### config.mk
export PLATFORM = sky130hd
export DESIGN_NAME = y86_fetch
export DESIGN_NICKNAME = d
export VERILOG_FILES = /design/src/rtl/y86_fetch.sv
export SDC_FILE = /design/constraint.sdc
export NUM_CORES = 1
export LEC_CHECK = 0
export ABC_AREA = 1
export BUFFER_PORTS_ARGS = -buffer_cell sky130_fd_sc_hd__buf_2
export CAP_MARGIN = 20
export CORE_AREA = 2 2 114 116
export DETAILED_ROUTE_END_ITERATION = 8
export DIE_AREA = 0 0 116 118
export PLACE_DENSITY = 0.55
export SLEW_MARGIN = 20
export SYNTH_ARGS = -nofsm -noshare
export SYNTH_HDL_FRONTEND = slang
export SYNTH_SLANG_ARGS = --single-unit
### constraint.sdc
create_clock -name vclk -period 3.6
set_input_delay 0.18 -clock vclk [all_inputs]
set_output_delay 0.18 -clock vclk [all_outputs]
set_load 0.01 [all_outputs]
### src/rtl/y86_fetch.sv
// Y86-64 fetch stage: purely combinational instruction decode.
// Splits the ten fetched bytes into icode, ifun, ra, rb and valC, and computes valP.
// Flags an out-of-range PC or an invalid icode/ifun.
// Reset forces every output to zero immediately, without waiting for a clock edge.
module y86_fetch (
  input  logic        clk,
  input  logic        reset,
  input  logic [63:0] PC,
  input  logic [0:79] instruct,
  output logic [3:0]  icode,
  output logic [3:0]  ifun,
  output logic [3:0]  ra,
  output logic [3:0]  rb,
  output logic [63:0] valC,
  output logic [63:0] valP,
  output logic        mem_err,
  output logic        instruct_err
);

  // Highest valid byte address of the 1 KiB instruction memory.
  localparam logic [63:0] ImemLast = 64'd1023;

  // clk exists only so every pipeline stage has the same port shape; nothing here is clocked.
  logic w_unused_clk;
  assign w_unused_clk = clk;

  logic [7:0]  w_byte [10];
  logic [3:0]  w_icode;
  logic [3:0]  w_ifun;
  logic        w_valid;
  logic [63:0] w_len;
  logic        w_has_regs;
  logic [63:0] w_valc;

  // Slice the instruction bytes; byte k is at instruct[8k +: 8], with bit 8k as the MSB.
  always_comb begin
    for (int k = 0; k < 10; k++) begin
      w_byte[k] = instruct[8*k +: 8];
    end
  end

  assign w_icode = w_byte[0][7:4];
  assign w_ifun  = w_byte[0][3:0];

  // Check the icode/ifun pair; pick the instruction length, register byte and constant.
  always_comb begin
    w_valid    = 1'b0;
    w_len      = 64'd1;
    w_has_regs = 1'b0;
    w_valc     = 64'd0;
    unique case (w_icode)
      4'h0, 4'h1, 4'h9: begin
        w_valid = (w_ifun == 4'h0);
        w_len   = 64'd1;
      end
      4'h2: begin
        w_valid    = (w_ifun <= 4'h6);
        w_len      = 64'd2;
        w_has_regs = 1'b1;
      end
      4'h6: begin
        w_valid    = (w_ifun <= 4'h3);
        w_len      = 64'd2;
        w_has_regs = 1'b1;
      end
      4'hA, 4'hB: begin
        w_valid    = (w_ifun == 4'h0);
        w_len      = 64'd2;
        w_has_regs = 1'b1;
      end
      4'h3, 4'h4, 4'h5: begin
        w_valid    = (w_ifun == 4'h0);
        w_len      = 64'd10;
        w_has_regs = 1'b1;
        // Little-endian: the lowest-addressed byte becomes the LSB.
        w_valc     = {w_byte[9], w_byte[8], w_byte[7], w_byte[6],
                      w_byte[5], w_byte[4], w_byte[3], w_byte[2]};
      end
      4'h7: begin
        w_valid = (w_ifun <= 4'h6);
        w_len   = 64'd9;
        w_valc  = {w_byte[8], w_byte[7], w_byte[6], w_byte[5],
                   w_byte[4], w_byte[3], w_byte[2], w_byte[1]};
      end
      4'h8: begin
        w_valid = (w_ifun == 4'h0);
        w_len   = 64'd9;
        w_valc  = {w_byte[8], w_byte[7], w_byte[6], w_byte[5],
                   w_byte[4], w_byte[3], w_byte[2], w_byte[1]};
      end
      default: begin
        w_valid = 1'b0;
      end
    endcase
  end

  // Output select: reset clears everything, then a memory error, then an invalid instruction.
  always_comb begin
    icode        = 4'h0;
    ifun         = 4'h0;
    ra           = 4'h0;
    rb           = 4'h0;
    valC         = 64'd0;
    valP         = 64'd0;
    mem_err      = 1'b0;
    instruct_err = 1'b0;
    if (reset) begin
      // All outputs stay at zero.
    end else if (PC > ImemLast) begin
      // The bytes are meaningless here, so no decode is attempted.
      ra      = 4'hF;
      rb      = 4'hF;
      valP    = PC;
      mem_err = 1'b1;
    end else if (!w_valid) begin
      icode        = w_icode;
      ifun         = w_ifun;
      ra           = 4'hF;
      rb           = 4'hF;
      valP         = PC + 64'd1;
      instruct_err = 1'b1;
    end else begin
      icode = w_icode;
      ifun  = w_ifun;
      ra    = w_has_regs ? w_byte[1][7:4] : 4'hF;
      rb    = w_has_regs ? w_byte[1][3:0] : 4'hF;
      valC  = w_valc;
      valP  = PC + w_len;
    end
  end

endmodule

==> reports/metrics.yaml <==
grt_usage_pct: 18.42
final_util_pct: 36.43
fin_setup_tns_ns: 0
vias: 4730
first_global_vias: 4291
maxCapViolations: 0
drc: 0
worstPathMaxFanout: 30
grt-ovfl-total: 0
n_antenna_cell: 0
cts_hold_buffers: 0
fillers: 1518
syn_area_sq_um: 3022
crit_required_ns: 3.42
power.leakage_nw: 2.753
placed_cell_area_sq_um: 4523
layout.cells.non_filler: 1099
period_minus_slack_ns: 3.022
dieArea_sq_um: 13690
fin_nets: 1079
max_stage_delay_ns: 0.38
area_growth_pct: 49.69
post-place-ws_ns: 0.5726
dp_cells: 1099
syn_avg_cell_area_sq_um: 4.544
synth_cell_type_count: 31
powerDensity_nw_per_um2: 82.86
p_total_mw: 0.3748
regArea_sq_um: 0
synthesis.instances: 665
drt-initial-drc-count: 301
critPathKind: "in2out"
seq_cells: 0
seq_area_frac_synth_pct: 0
status: "completed"
gp_congestion: 0.8615
final_common_cell: "buf_2"
worst-slew-pin-transition_ns: 0.7033
clock_buffers: 0
hold_ws_ns: 0.6558
antenna_left: 0
rsz0062_at_grt: "no"
die_w_um: 116
antenna_found_initial: 0
grt_start_max_net_pins: 71
start_util_pct: 24.34
ios: 292
die_h_um: 118
place.port_buffers: 291
worstPathCellList: "buf_2, inv_2, nand2_1, nand3_2, nor2_1, nand2_4, nand2_4, buf_4, a21oi_1, ha_1, nand2_1, o21ai_0, nand2_1, nand2_1, nand2_1, nand3_1, nand2_1, nor2_1, buf_2"
setup_slack_ns: 0.5778
row_count: 41
mostFrequentLayoutCells: "buf_2, nor2_1, nand2_1, inv_1, o21ai_0"
post-route-period-util_pct: 83.95
crit_top_cell: "nand2_1"
cts_setup_buffers: 0
critPathLaunchType: "primary input"
hold_class: "in2out"
finalHoldViolCount: 0
design_area_sq_um: 4523
grt_pass1_wl_mm: 20.99
vias_per_cell: 4.304
drive_gt1_share_pct: 36.03
crit_arrival_ns: 2.84
ctsResizeCount: 0
dpl.hpwl_mm: 11.11
ir_drop_mv: 0.07505
relSlewSlack_pct: 53.05
cp-end-kind: "output port"
yosys_warnings: 0
dr.pass1.iters: 4
crit_path_top_delay_cell: "buf_4"
syn_nets: 815
drt_wl_total_mm: 13.67
core_sq_um: 12410
wire_per_inst_um: 12.44
setup_viol: 0
slew_violations: 0
multiInputGateArea_sq_um: 2213
fmax_mhz: 330.9
==> critical path: cells and delay by family <==
family / cells / cell delay [ns]
and+or+nand+nor: 12 / 1.08
buffers and inverters: 4 / 0.71
AOI/OAI and AO/OA: 2 / 0.50
adders and majority gates: 1 / 0.38
==> kinds of logic after synthesis <==
logic type	Yosys count	synth area share (%)
xor+xnor	3	0.8697
compound gates	74	14.37
fa+ha+maj	4	1.905
simple gates	395	56.11
buf+inv	189	26.75
==> per-layer routing <==
layer  vias up  global-route usage, %  share of wire, %
met5         -                      0                 0
met4         0                  1.935               1.2
met3        10                  2.111               7.6
met2       202                  35.67                50
met1      2009                  21.94                41
li1       2509                      -                 -
==> final cells by class <==
| class | count | area share (%) |
|---|---|---|
| inverter | 154 | 12.84 |
| tap | 172 | 4.758 |
| timing repair buffer | 297 | 33.47 |
| multi-input combinational | 476 | 48.93 |
==> final timing paths <==
kind | slack, ns | to | start | cells after the start
min | 0.66 | valP[16] | PC[16] | 4
max | 0.58 | valP[8] | instruct[1] | 19
==> Yosys cell counts <==
library cell	instances	area share, %
buf_6	11	4.1
inv_2	5	0.62
ha_1	3	1.2
a21oi_1	2	0.33
nand2_2	2	0.41
o21ai_2	3	0.87
clkbuf_1	15	1.9
a22o_1	1	0.29
xor2_1	2	0.58
fa_1	1	0.66
nand4_1	1	0.21
a21oi_4	1	0.54
inv_1	148	18
xnor2_1	1	0.29
nand2_4	2	0.75
nor3_2	16	5.3
nand3_2	2	0.66
a22oi_2	1	0.41
buf_4	1	0.25
nor2_4	2	0.75
nor3_1	14	2.3
o21ai_0	33	5.5
nand2_1	153	19
nor2_1	169	21
nand3_1	32	5.3
buf_2	8	1.3
o21ai_1	10	1.7
nor2_2	2	0.41
inv_4	1	0.21
o22ai_1	22	4.6
o211ai_1	1	0.25
==> where the power goes <==
part / internal, mW / leakage, nW / switching (mW)
clock: 0 / 0 / 0
combinational: 0.149 / 2.75 / 0.226
sequential: 0 / 0 / 0
total: 0.149 / 2.75 / 0.226
(Power assumes the default switching activity.)
